## config.mk

```make
export PLATFORM = sky130hd
export DESIGN_NAME = serial_adder_ctrl
export DESIGN_NICKNAME = d
export VERILOG_FILES = /design/src/rtl/serial_adder_ctrl.sv
export SDC_FILE = /design/constraint.sdc
export NUM_CORES = 1
export LEC_CHECK = 0
export CELL_PAD_IN_SITES_DETAIL_PLACEMENT = 1
export CELL_PAD_IN_SITES_GLOBAL_PLACEMENT = 1
export CORE_MARGIN = 3
export CORE_UTILIZATION = 41
export CTS_CLUSTER_DIAMETER = 50
export DETAILED_ROUTE_END_ITERATION = 7
export GPL_ROUTABILITY_DRIVEN = 0
export PLACE_DENSITY_LB_ADDON = 0.1
export SYNTH_ARGS = -nofsm -noshare
export SYNTH_HDL_FRONTEND = slang
export SYNTH_SLANG_ARGS = --single-unit
```

## constraint.sdc

```tcl
create_clock -name clk -period 1.6 [get_ports clk]
set_input_delay 0.32 -clock clk [delete_from_list [all_inputs] [get_ports clk]]
set_output_delay 0.32 -clock clk [all_outputs]
set_load 0.01 [all_outputs]
```

## src/rtl/serial_adder_ctrl.sv

```systemverilog
// Bit-serial add/subtract controller: one full adder, one bit per clock, LSB first.
// Results land on sum/cout with a single-cycle done pulse WIDTH edges after start.
module serial_adder_ctrl #(
    parameter int unsigned WIDTH = 8
) (
    input  logic             clk,
    input  logic             rst,
    input  logic             start,
    input  logic             sub,
    input  logic [WIDTH-1:0] a,
    input  logic [WIDTH-1:0] b,
    input  logic             cin,
    output logic             busy,
    output logic             done,
    output logic [WIDTH-1:0] sum,
    output logic             cout
);

    localparam int unsigned CNT_W = $clog2(WIDTH + 1);
    localparam logic [CNT_W-1:0] LAST_BIT = CNT_W'(WIDTH - 1);

    localparam logic [1:0] S_IDLE = 2'd0;
    localparam logic [1:0] S_RUN  = 2'd1;
    localparam logic [1:0] S_DONE = 2'd2;

    logic [1:0]       state_q, state_d;
    logic [CNT_W-1:0] cnt_q, cnt_d;
    logic [WIDTH-1:0] a_q, a_d;
    logic [WIDTH-1:0] b_q, b_d;
    logic             c_q, c_d;
    logic [WIDTH-1:0] res_q, res_d;
    logic [WIDTH-1:0] sum_q, sum_d;
    logic             cout_q, cout_d;
    logic             busy_q, busy_d;
    logic             done_q, done_d;
    logic             fa_s, fa_c;

    // The single full adder, always looking at the current LSBs and carry.
    always_comb begin
        fa_s = a_q[0] ^ b_q[0] ^ c_q;
        fa_c = (a_q[0] & b_q[0]) | (a_q[0] & c_q) | (b_q[0] & c_q);
    end

    always_comb begin
        state_d = state_q;
        cnt_d   = cnt_q;
        a_d     = a_q;
        b_d     = b_q;
        c_d     = c_q;
        res_d   = res_q;
        sum_d   = sum_q;
        cout_d  = cout_q;
        busy_d  = busy_q;
        done_d  = 1'b0;

        case (state_q)
            S_IDLE: begin
                if (start) begin
                    // Subtract is a + ~b + 1, so cin is replaced by a forced carry.
                    a_d     = a;
                    b_d     = sub ? ~b : b;
                    c_d     = sub ? 1'b1 : cin;
                    cnt_d   = '0;
                    busy_d  = 1'b1;
                    state_d = S_RUN;
                end
            end
            S_RUN: begin
                a_d   = {1'b0, a_q[WIDTH-1:1]};
                b_d   = {1'b0, b_q[WIDTH-1:1]};
                c_d   = fa_c;
                res_d = {fa_s, res_q[WIDTH-1:1]};
                cnt_d = cnt_q + CNT_W'(1);
                if (cnt_q == LAST_BIT) begin
                    sum_d   = {fa_s, res_q[WIDTH-1:1]};
                    cout_d  = fa_c;
                    done_d  = 1'b1;
                    busy_d  = 1'b0;
                    state_d = S_DONE;
                end
            end
            S_DONE: begin
                state_d = S_IDLE;
            end
            default: begin
                state_d = S_IDLE;
                busy_d  = 1'b0;
            end
        endcase
    end

    always_ff @(posedge clk or posedge rst) begin
        if (rst) begin
            state_q <= S_IDLE;
            cnt_q   <= '0;
            a_q     <= '0;
            b_q     <= '0;
            c_q     <= 1'b0;
            res_q   <= '0;
            sum_q   <= '0;
            cout_q  <= 1'b0;
            busy_q  <= 1'b0;
            done_q  <= 1'b0;
        end else begin
            state_q <= state_d;
            cnt_q   <= cnt_d;
            a_q     <= a_d;
            b_q     <= b_d;
            c_q     <= c_d;
            res_q   <= res_d;
            sum_q   <= sum_d;
            cout_q  <= cout_d;
            busy_q  <= busy_d;
            done_q  <= done_d;
        end
    end

    assign busy = busy_q;
    assign done = done_q;
    assign sum  = sum_q;
    assign cout = cout_q;

endmodule

```

==> flow_metrics.tcl <==
set metrics [dict create \
    grt-ovfl-total 0 \
    reg2reg_setup_slack_ns 0.11 \
    synthTopCellsByCount "41 x dfrtp_1, 25 x nand2_1, 12 x nor2b_1" \
    synthMuxAreaShare_pct 7.452 \
    h-tree-depth 2 \
    fp-row-count 24 \
    ys.flop_type "dfrtp_1" \
    synth_top_family_by_area "compound AO/OA/AOI/OAI gates" \
    syn2layout_area_growth_pct 25.41 \
    yosysWarnings 0 \
    cp_max_fo 3 \
    p_per_area_nw_per_um2 1757 \
    r2r_start "cnt_q[0]$_DFFE_PP0P_" \
    layout-drive-gt1-share_pct 15.53 \
    synth_area_leaders "dfrtp_1 52%, mux2_4 6.9%, nand2_1 4.8%" \
    post-synth-top-area-cell "dfrtp_1" \
    setup_viol_count_final 0 \
    max_slew.worst_pin.slew_ns 0.3668 \
    drc 0 \
    cap_violations 0 \
    synth_compound_gate_area_share_pct 17.52 \
    critPathBufInv 1 \
    path_delay_family "buffers and inverters" \
    clk_pin_slew_worst_paths_ns 0.08 \
    final_util_pct 54.69 \
    hold_violations 0 \
    cts_tree "built" \
    ios 32 \
    syn_area_um2 1964 \
    syn_avg_cell_area_um2 10.91 \
    wl_per_cell_um 17.02 \
    cp.arrival_ns 1.21 \
    postCtsSetupBuffers 0 \
    timing.fmax_mhz 651.8 \
    via_per_inst 5.524 \
    outcome "finished, final reports clean" \
    drv_slew 0 \
    yosys.area_share.simple_pct 11.78 \
    cts_sinks 41 \
    start_util_pct 43.61 \
    worst_path_largest_cell_delay_ns 0.55 \
    cts_made_buffers 5 \
    antenna_cells 0 \
    clk-insertion-delay-late_ns 0.30 \
    port_buffers 31 \
    p_seq_share_pct 41.9 \
    drtAntennaViolNets 0 \
    vias 1497 \
    wl_mm 4.613 \
    synthCells 180 \
    cts_buffer_depth 2 \
    hold_buffers 0 \
    synth_nets 203 \
    pwr-share-comb_pct 42.4 \
    rsz0062_at_grt "false" \
    path_cells "clkdlybuf4s50_1" \
    dieArea_um2 5658 \
    fin_setup_tns_ns 0 \
    nFillCells 502 \
    critPathCaptureType "output port" \
    core_um2 4504 \
    cts_resized 0 \
    hp-class "primary input to asynchronous set/reset pin" \
    grt_pass1_wl_mm 7.686 \
    antenna_found_initial 0 \
    post-dp-hpwl_mm 3.140 \
    synth_xor_xnor_area_share_pct 3.567 \
    grt_max_degree 42 \
    first_pass_iters 4 \
    crit_type "flip-flop to output port" \
    intPower_uw 2731 \
    fp.dieH_um 75.22 \
    cp.depth 1 \
    yosysMostFrequentCell "dfrtp_1" \
    yosys.area.top_type_share_pct 52.23 \
    nNetsFinal 241 \
    grt_use_total_pct 18.28 \
    r2r_end "sum[0]$_DFFE_PP0P_" \
    power.leakage_uw 0.001093 \
    clock_power_share_pct 15.7 \
    p_switching_uw 1597 \
    synthArstFlopShare_pct 100.0 \
    period_share_pct 95.89 \
    finalCriticalPeriod_ns 1.534 \
    cp_data_required_time_ns 1.28 \
    cp-start-kind "flip-flop" \
    cts-root-buf "clkbuf_8" \
    die_w_um 75.22 \
    crit_slowest_cell "clkdlybuf4s50_1" \
    drt_iter0_drc 106 \
    p_sw_share_pct 36.90 \
    ir_worst_vdd_mv 0.6488 \
    synth-seq-cells 41 \
    synth_edf_count 0 \
    r2r_cells 4 \
    first_global_vias 1582 \
    synth_adder_area_share_pct 1.656 \
    ys_seq_area_share_pct 52.23 \
    relSlewSlack_pct 75.55 \
    ys_types 31 \
    skew_ns 0.008505 \
]
==> power groups by stage <==
stage | combinational (uW) | sequential, uW | clock (uW)
after CTS | 1870 | 1820 | 701
after floorplan | 1190 | 1790 | 0
after global routing | 2040 | 1880 | 746
after global placement | 1750 | 1790 | 0
after detailed placement | 1850 | 1820 | 0
final | 1830 | 1810 | 680
==> kinds of logic (layout without fill, tap and decap cells) <==
logic type / Yosys count / count (layout)
AOI/OAI and AO/OA: 49 / 49
and+or+nand+nor: 47 / 47
DFF: 41 / 41
buffers and inverters: 23 / 62
muxes: 10 / 10
xor gates and xnor gates: 8 / 8
adders and majority gates: 2 / 2
==> sequential cells by signal, summed over array words and instances, names as in the netlist <==
signal and count:
a_q 8, b_q 8, sum 8, res_q 7, cnt_q 4, state_q 2
busy 1, c_q 1, cout 1, done 1
==> placed cells by master, fill, tap and decap left out, types with 7 or more instances in the layout <==
| cell type | instances |
|---|---|
| o32ai_1 | 8 |
| inv_1 | 9 |
| nor2b_1 | 12 |
| nand2_1 | 25 |
| a22oi_1 | 8 |
| mux2_4 | 9 |
| clkdlybuf4s50_1 | 31 |
| a221o_1 | 7 |
| buf_4 | 13 |
| a21oi_1 | 11 |
| o21ai_0 | 11 |
| dfrtp_1 | 41 |
| xnor2_1 | 7 |
==> worst max-delay path by stage <==
stage                               from            endpoint
floorplan           cnt_q[0]$_DFFE_PP0P_    cout$_DFFE_PP0P_
global placement                   start  b_q[3]$_DFFE_PP0P_
detailed placement                 start  b_q[6]$_DFFE_PP0P_
CTS                     busy$_DFFE_PP0P_                busy
global route            cout$_DFFE_PP0P_                cout
finish                  busy$_DFFE_PP0P_                busy
==> worst reg2reg max path, delay by kind of cell (launching register included) <==
kind / cells / cell delay, ns
and+or+nand+nor: 2 / 0.46
DFF: 1 / 0.40
muxes: 1 / 0.32
adders and majority gates: 1 / 0.20
==> layout make-up <==
class	count	area, um^2	area share (%)
repair buffers	45	427.9	17.37
multi-input cells	116	824.5	33.47
flip-flops and latches	41	1026	41.65
well taps	52	65.06	2.641
clock inverters	3	17.52	0.7110
clock buffers	5	68.82	2.793
inverters	9	33.78	1.371
==> metrics by stage <==
step | hold slack [ns] | area, um^2 | total power, uW | setup slack [ns] | instances
final | 0.3783 | 2464 | 4328 | 0.06575 | 271
after global routing | 0.4069 | 2464 | 4664 | 0.006131 | 271
after CTS | 0.3824 | 2464 | 4391 | 0.04072 | 271
after detailed placement | 0.4934 | 2377 | 3677 | -0.1331 | 263
after global placement | 0.4582 | 2377 | 3543 | -0.04263 | 263
after floorplan | 0.4460 | 1964 | 2985 | 0.1397 | 180
==> routing by layer <==
metal | global-route usage [%] | wire length [um] | vias to the layer above
li1 | - | - | 701
met1 | 23.58 | 2018 | 752
met5 | 0 | 0 | -
met3 | 4.406 | 199 | 6
met2 | 29.98 | 2327 | 38
met4 | 6.602 | 68 | 0
Power figures use the tool's default switching activity.
